**config.mk**
```make
export PLATFORM = sky130hd
export DESIGN_NAME = neuron_scheduler
export DESIGN_NICKNAME = d
export VERILOG_FILES = /design/src/rtl/neuron_scheduler_pkg.sv /design/src/rtl/neuron_scheduler_pp_gen.sv /design/src/rtl/neuron_scheduler.sv
export SDC_FILE = /design/constraint.sdc
export NUM_CORES = 1
export LEC_CHECK = 0
export CAP_MARGIN = 0
export CORE_MARGIN = 3
export CORE_UTILIZATION = 43
export DETAILED_ROUTE_END_ITERATION = 10
export GPL_TIMING_DRIVEN = 0
export PLACE_DENSITY = 0.91
export SYNTH_ARGS = -nofsm -noshare
export SYNTH_HDL_FRONTEND = slang
export SYNTH_SLANG_ARGS = --single-unit
```
**constraint.sdc**
```tcl
create_clock -name clk -period 2 [get_ports clk]
set_input_delay 0.4 -clock clk [delete_from_list [all_inputs] [get_ports clk]]
set_output_delay 0.4 -clock clk [all_outputs]
set_load 0.01 [all_outputs]
```
**src/rtl/neuron_scheduler_pkg.sv**
```systemverilog
// qec_nn_pkg: shared FSM state type, default layer geometry and the ReLU/saturation helper
package qec_nn_pkg;
  localparam int N_INPUTS_DEF    = 4;
  localparam int WEIGHT_BITS_DEF = 3;
  localparam int INPUT_BITS_DEF  = 3;
  localparam int SUM_BITS_DEF    = 9;
  localparam int N_NEURONS_DEF   = 8;
  localparam int OUT_BITS_DEF    = 3;
  localparam int BW_CORR_DEF     = 0;
  localparam int ADDR_W  = N_NEURONS_DEF > 1 ? $clog2(N_NEURONS_DEF) : 1;
  localparam int ROW_W   = (N_INPUTS_DEF + 1) * WEIGHT_BITS_DEF;
  localparam int OUT_MAX = 2 ** OUT_BITS_DEF - 1;
  typedef enum logic [2:0] {IDLE, FETCH, LOAD, CAPTURE, DONE} state_t;
  function automatic logic [OUT_BITS_DEF-1:0] relu_sat(input logic signed [SUM_BITS_DEF-1:0] sum);
    return sum[SUM_BITS_DEF-1] ? '0 :
           |sum[SUM_BITS_DEF-2:OUT_BITS_DEF] ? OUT_BITS_DEF'(OUT_MAX) : sum[OUT_BITS_DEF-1:0];
  endfunction
endpackage

```
**src/rtl/neuron_scheduler_pp_gen.sv**
```systemverilog
// pp_gen: AND array forming every activation-bit x weight-bit partial product for the tree
//   x  : packed activations, activation k at [k*INPUT_BITS +: INPUT_BITS]
//   w  : packed weights, weight k at [k*WEIGHT_BITS +: WEIGHT_BITS]
//   pp : bit k*INPUT_BITS*WEIGHT_BITS + j*INPUT_BITS + i = x_k[i] & w_k[j]
module pp_gen
  import qec_nn_pkg::*;
#(
  parameter int N_INPUTS    = N_INPUTS_DEF,
  parameter int INPUT_BITS  = INPUT_BITS_DEF,
  parameter int WEIGHT_BITS = WEIGHT_BITS_DEF
) (
  input  logic [N_INPUTS*INPUT_BITS-1:0]             x,
  input  logic [N_INPUTS*WEIGHT_BITS-1:0]            w,
  output logic [N_INPUTS*INPUT_BITS*WEIGHT_BITS-1:0] pp
);
  genvar k, j, i;
  for (k = 0; k < N_INPUTS; k++) begin : g_k
    for (j = 0; j < WEIGHT_BITS; j++) begin : g_j
      for (i = 0; i < INPUT_BITS; i++) begin : g_i
        assign pp[k*INPUT_BITS*WEIGHT_BITS + j*INPUT_BITS + i] = x[k*INPUT_BITS+i] & w[k*WEIGHT_BITS+j];
      end
    end
  end
endmodule

```
**src/rtl/neuron_scheduler.sv**
```systemverilog
// neuron_scheduler: time-multiplexes one combinational wallace_tree across all neurons of a layer
//   clk, rst_n        : clock, asynchronous active-low reset
//   clr               : synchronous abort back to IDLE (out_data kept)
//   in_valid/in_ready/in_data     : activation vector handshake, accepted only in IDLE
//   mem_rd_en/mem_addr/mem_rd_data: synchronous weight memory, row = {bias, w[N_INPUTS-1..0]}, 1-cycle latency
//   tree_multiplicants/tree_bias/tree_baugh_wooley/tree_sum: wallace_tree operands and result
//   out_valid/out_ready/out_data  : layer result handshake, neuron n at [n*OUT_BITS +: OUT_BITS]
//   busy              : high whenever a layer is in progress or awaiting hand-off
// The activation uses the package relu_sat, whose widths are the package defaults.
module neuron_scheduler
  import qec_nn_pkg::*;
#(
  parameter int N_INPUTS    = N_INPUTS_DEF,
  parameter int WEIGHT_BITS = WEIGHT_BITS_DEF,
  parameter int INPUT_BITS  = INPUT_BITS_DEF,
  parameter int SUM_BITS    = SUM_BITS_DEF,
  parameter int N_NEURONS   = N_NEURONS_DEF,
  parameter int OUT_BITS    = OUT_BITS_DEF,
  parameter int BW_CORR     = BW_CORR_DEF,
  localparam int AW = N_NEURONS > 1 ? $clog2(N_NEURONS) : 1
) (
  input  logic                                       clk,
  input  logic                                       rst_n,
  input  logic                                       clr,
  input  logic                                       in_valid,
  output logic                                       in_ready,
  input  logic [N_INPUTS*INPUT_BITS-1:0]             in_data,
  output logic                                       mem_rd_en,
  output logic [AW-1:0]                              mem_addr,
  input  logic [N_INPUTS*WEIGHT_BITS+WEIGHT_BITS-1:0] mem_rd_data,
  output logic [N_INPUTS*INPUT_BITS*WEIGHT_BITS-1:0] tree_multiplicants,
  output logic [WEIGHT_BITS-1:0]                     tree_bias,
  output logic [SUM_BITS-INPUT_BITS-1:0]             tree_baugh_wooley,
  input  logic [SUM_BITS-1:0]                        tree_sum,
  output logic                                       out_valid,
  input  logic                                       out_ready,
  output logic [N_NEURONS*OUT_BITS-1:0]              out_data,
  output logic                                       busy
);
  state_t state, state_n;
  logic [AW-1:0] n;
  logic [N_INPUTS*INPUT_BITS-1:0] x_q;
  logic [N_INPUTS*WEIGHT_BITS-1:0] w_q;
  logic [WEIGHT_BITS-1:0] b_q;
  logic last;
  assign last = n == AW'(N_NEURONS - 1);
  always_comb begin
    state_n = state;
    unique case (state)
      IDLE:    state_n = in_valid ? FETCH : IDLE;
      FETCH:   state_n = LOAD;
      LOAD:    state_n = CAPTURE;
      CAPTURE: state_n = last ? DONE : FETCH;
      DONE:    state_n = out_ready ? IDLE : DONE;
      default: state_n = IDLE;
    endcase
    if (clr) state_n = IDLE;
    in_ready  = state == IDLE;
    mem_rd_en = state == FETCH;
    out_valid = state == DONE;
    busy      = state != IDLE;
    mem_addr  = n;
  end
  always_ff @(posedge clk or negedge rst_n) begin
    if (!rst_n) begin
      state    <= IDLE;
      n        <= '0;
      x_q      <= '0;
      w_q      <= '0;
      b_q      <= '0;
      out_data <= '0;
    end else begin
      state <= state_n;
      if (!clr && state == IDLE && in_valid) begin
        x_q      <= in_data;
        n        <= '0;
        out_data <= '0;
      end
      if (!clr && state == LOAD) begin
        w_q <= mem_rd_data[N_INPUTS*WEIGHT_BITS-1:0];
        b_q <= mem_rd_data[N_INPUTS*WEIGHT_BITS +: WEIGHT_BITS];
      end
      // operands were loaded a cycle earlier, so tree_sum is settled here
      if (!clr && state == CAPTURE) begin
        out_data[n*OUT_BITS +: OUT_BITS] <= relu_sat(tree_sum);
        if (!last) n <= n + 1'b1;
      end
    end
  end
  assign tree_bias         = b_q;
  assign tree_baugh_wooley = (SUM_BITS-INPUT_BITS)'(BW_CORR);
  pp_gen #(
    .N_INPUTS(N_INPUTS),
    .INPUT_BITS(INPUT_BITS),
    .WEIGHT_BITS(WEIGHT_BITS)
  ) u_pp_gen (
    .x(x_q),
    .w(w_q),
    .pp(tree_multiplicants)
  );
endmodule

```
==> impl_metrics.env <==
export IMPL_wirelength_um=6800
export IMPL_ant_nets=0
export IMPL_core_mm2=0.00606
export IMPL_drt_initial_drc_count=116
export IMPL_power_density_mw_per_mm2=1080
export IMPL_gr_usage_met3=0.0570
export IMPL_cp_start_kind="input pin"
export IMPL_antenna_found_initial=0
export IMPL_setup_viol=0
export IMPL_drive_above_1_share=0.191
export IMPL_maxCapViolCount=0
export IMPL_yosys_most_used_dff="dfrtp_1"
export IMPL_grtUsageMet2=0.340
export IMPL_diodes=0
export IMPL_yosysTopAreaCell="dfrtp_1"
export IMPL_synth_edf_count=0
export IMPL_hold_viol=0
export IMPL_max_vdd_ir_drop_mv=0.639
export IMPL_crit_fanout=8
export IMPL_die_h_um=86.2
export IMPL_max_freq_ghz=0.516
export IMPL_grt_pass1_wl_um=11700
export IMPL_port_buffers=110
export IMPL_finalCritPeriodShare=0.969
export IMPL_hpwl_um=5170
export IMPL_viasPerCell=5.23
export IMPL_hold_class="in -> async"
export IMPL_first_global_vias=2447
export IMPL_grtUsageMet1=0.246
export IMPL_layout_common_cells="105 x clkdlybuf4s50_1, 56 x dfrtp_1, 38 x and2_1, 28 x nand3_1, 27 x mux2_2"
export IMPL_p_clk_frac=0.265
export IMPL_syn_to_final_growth_pct=53.5
export IMPL_ios=117
export IMPL_gp_congestion=0.833
export IMPL_mostFrequentLayoutCell="clkdlybuf4s50_1"
export IMPL_drtPass1Iterations=4
export IMPL_synth_area_leaders="dfrtp_1 52%, mux2_2 11%, and2_1 8.6%"
export IMPL_synth_cell_type_count=36
export IMPL_die_area_mm2=0.00743
export IMPL_synth_cells=238
export IMPL_start_util=0.456
export IMPL_dr_total_vias=2340
export IMPL_syn_cell_area_mm2=0.00277
export IMPL_htree_levels=3
export IMPL_synth_async_sr_flop_share=1.00
export IMPL_clk_pin_slew_ns=0.06
export IMPL_cts_buffer_depth=2
export IMPL_worstPathRequired_ns=2.20
export IMPL_finalCriticalPeriod_ns=1.94
export IMPL_wl_per_cell_um=15.2
export IMPL_clkSinkCount=57
export IMPL_cts_buffers=9
export IMPL_synth_top_area_frac=0.516
export IMPL_drv_slew=0
export IMPL_worstMarginPinSlew_ns=0.650
export IMPL_power_frac_comb=0.379
export IMPL_ys_seq_area_frac=0.516
export IMPL_hold_slack_ns=0.0394
export IMPL_total_leakage_power_uw=0.00176
export IMPL_cp_arrival_ns=2.14
export IMPL_critical_path_class="in -> reg"
export IMPL_synth_seq_cells=57
export IMPL_gr_max_usage_layer="met2"
export IMPL_power_switching_uw=1300
export IMPL_rsz0062_at_grt="true"
export IMPL_grt_max_degree=38
export IMPL_yosys_warnings=0
export IMPL_intPower_uw=3280
export IMPL_p_sw_frac=0.283
export IMPL_clockRootBuffer="clkbuf_8"
export IMPL_status="finished clean"
export IMPL_drc=0
export IMPL_grt_usage=0.199
export IMPL_skew_ns=0.00648
export IMPL_final_nets=413
export IMPL_slew_headroom=0.564
export IMPL_cts_tree="built"
export IMPL_rows=28
export IMPL_clk_latency_ns=0.33
export IMPL_fillCellCount=473
export IMPL_grt_overflow=0
export IMPL_worst_slack_ns=0.0611
export IMPL_share_seq_of_total_power=0.356
export IMPL_post_place_ws_ns=-0.244
export IMPL_postSynthAreaPerCell_um2=11.6
export IMPL_die_w_um=86.2
export IMPL_crit_path_end_kind="register"
per-layer routing:
| layer | up-vias | wire length [um] |
|---|---|---|
| met5 | - | 0 |
| met1 | 1135 | 2760 |
| met3 | 8 | 489 |
| met2 | 96 | 3460 |
| li1 | 1101 | - |
| met4 | 0 | 87 |
flip-flops by register name (all words and copies together) (netlist names):
register	flops
mem_addr	3
out_data	24
state	3
tree_bias	3
w_q	12
x_q	12
logic make-up after synthesis:
group / count (synthesis) / share of synthesized area
simple gates: 97 / 0.220
fa+ha+maj: 5 / 0.0226
other cells: 1 / 0.00136
buf+inv: 18 / 0.0394
xor+xnor: 3 / 0.00950
compound gates: 29 / 0.0760
mux: 28 / 0.115
flops: 57 / 0.516
critical path: stages:
cell,delay (ns)
clkdlybuf4s50_1,0.40
or4_4,0.56
nor3_2,0.51
nand3b_1,0.19
o21ai_0,0.07
final timing paths:
path / from / to / cells past startpoint / slack, ns
max: tree_sum[4] / out_data[14]$_DFF_PN0_ / 5 / 0.06
min: rst_n / w_q[0]$_DFFE_PN0P_ / 1 / 0.04
max reg2reg: mem_addr[1]$_DFF_PN0_ / out_data[10]$_DFF_PN0_ / 5 / 0.13
min reg2reg: out_data[11]$_DFF_PN0_ / out_data[11]$_DFF_PN0_ / 2 / 0.50
max in group asynchronous: rst_n / x_q[7]$_DFFE_PN0P_ / 2 / 1.39
min in group clk: out_data[11]$_DFF_PN0_ / out_data[11]$_DFF_PN0_ / 2 / 0.50
synthesized netlist by cell type, types with 2 or more instances:
cell type	instances
buf_6	2
clkbuf_1	3
o31ai_1	21
nor3b_1	2
nand2_1	4
and2_1	38
inv_1	4
xnor2_1	2
buf_4	6
mux2_2	27
nor2_1	5
nor3_2	3
nor3_1	3
o21ai_0	3
dfrtp_1	57
ha_1	5
buf_2	3
nand3_1	28
a22o_2	2
nand3b_1	4
power groups by stage:
| stage | clock network, uW | registers [uW] | logic, uW |
|---|---|---|---|
| 6_report | 1210 | 1630 | 1730 |
| 3_3_place_gp | 0 | 1630 | 1690 |
| 2_1_floorplan | 0 | 1600 | 820 |
| 3_5_place_dp | 0 | 1660 | 1740 |
| 4_1_cts | 1240 | 1640 | 1740 |
| 5_1_grt | 1290 | 1690 | 1870 |
area by class of cell:
| class | instances | area, um2 | area share |
|---|---|---|---|
| repair buffers | 113 | 1130 | 0.265 |
| multi-input cells | 168 | 1260 | 0.296 |
| clock inverters | 4 | 75.1 | 0.0177 |
| flip-flops and latches | 57 | 1430 | 0.336 |
| plain buffers | 14 | 96.3 | 0.0227 |
| inverters | 4 | 15.0 | 0.00354 |
| clock buffers | 12 | 155 | 0.0365 |
| well taps | 75 | 93.8 | 0.0221 |
timing repair:
item                       4_1_cts  5_1_grt
hold buffers                     0        0
buffers inserted                 0        2
setup endpoints to repair        4       21
resized for setup                7        1
cloned                           0        0
metrics by stage:
stage,cells,util,total power [uW],area [um2],setup TNS (ns)
after floorplan,243,-,2420,2780,0
after global placement,428,0.656,3320,3980,-72.86
after detailed placement,429,0.659,3390,3990,-6.61
after CTS,445,0.698,4610,4230,0
after global routing,447,0.700,4850,4250,-0.0163
final,447,0.700,4580,4250,0
(Power assumes the default switching activity.)
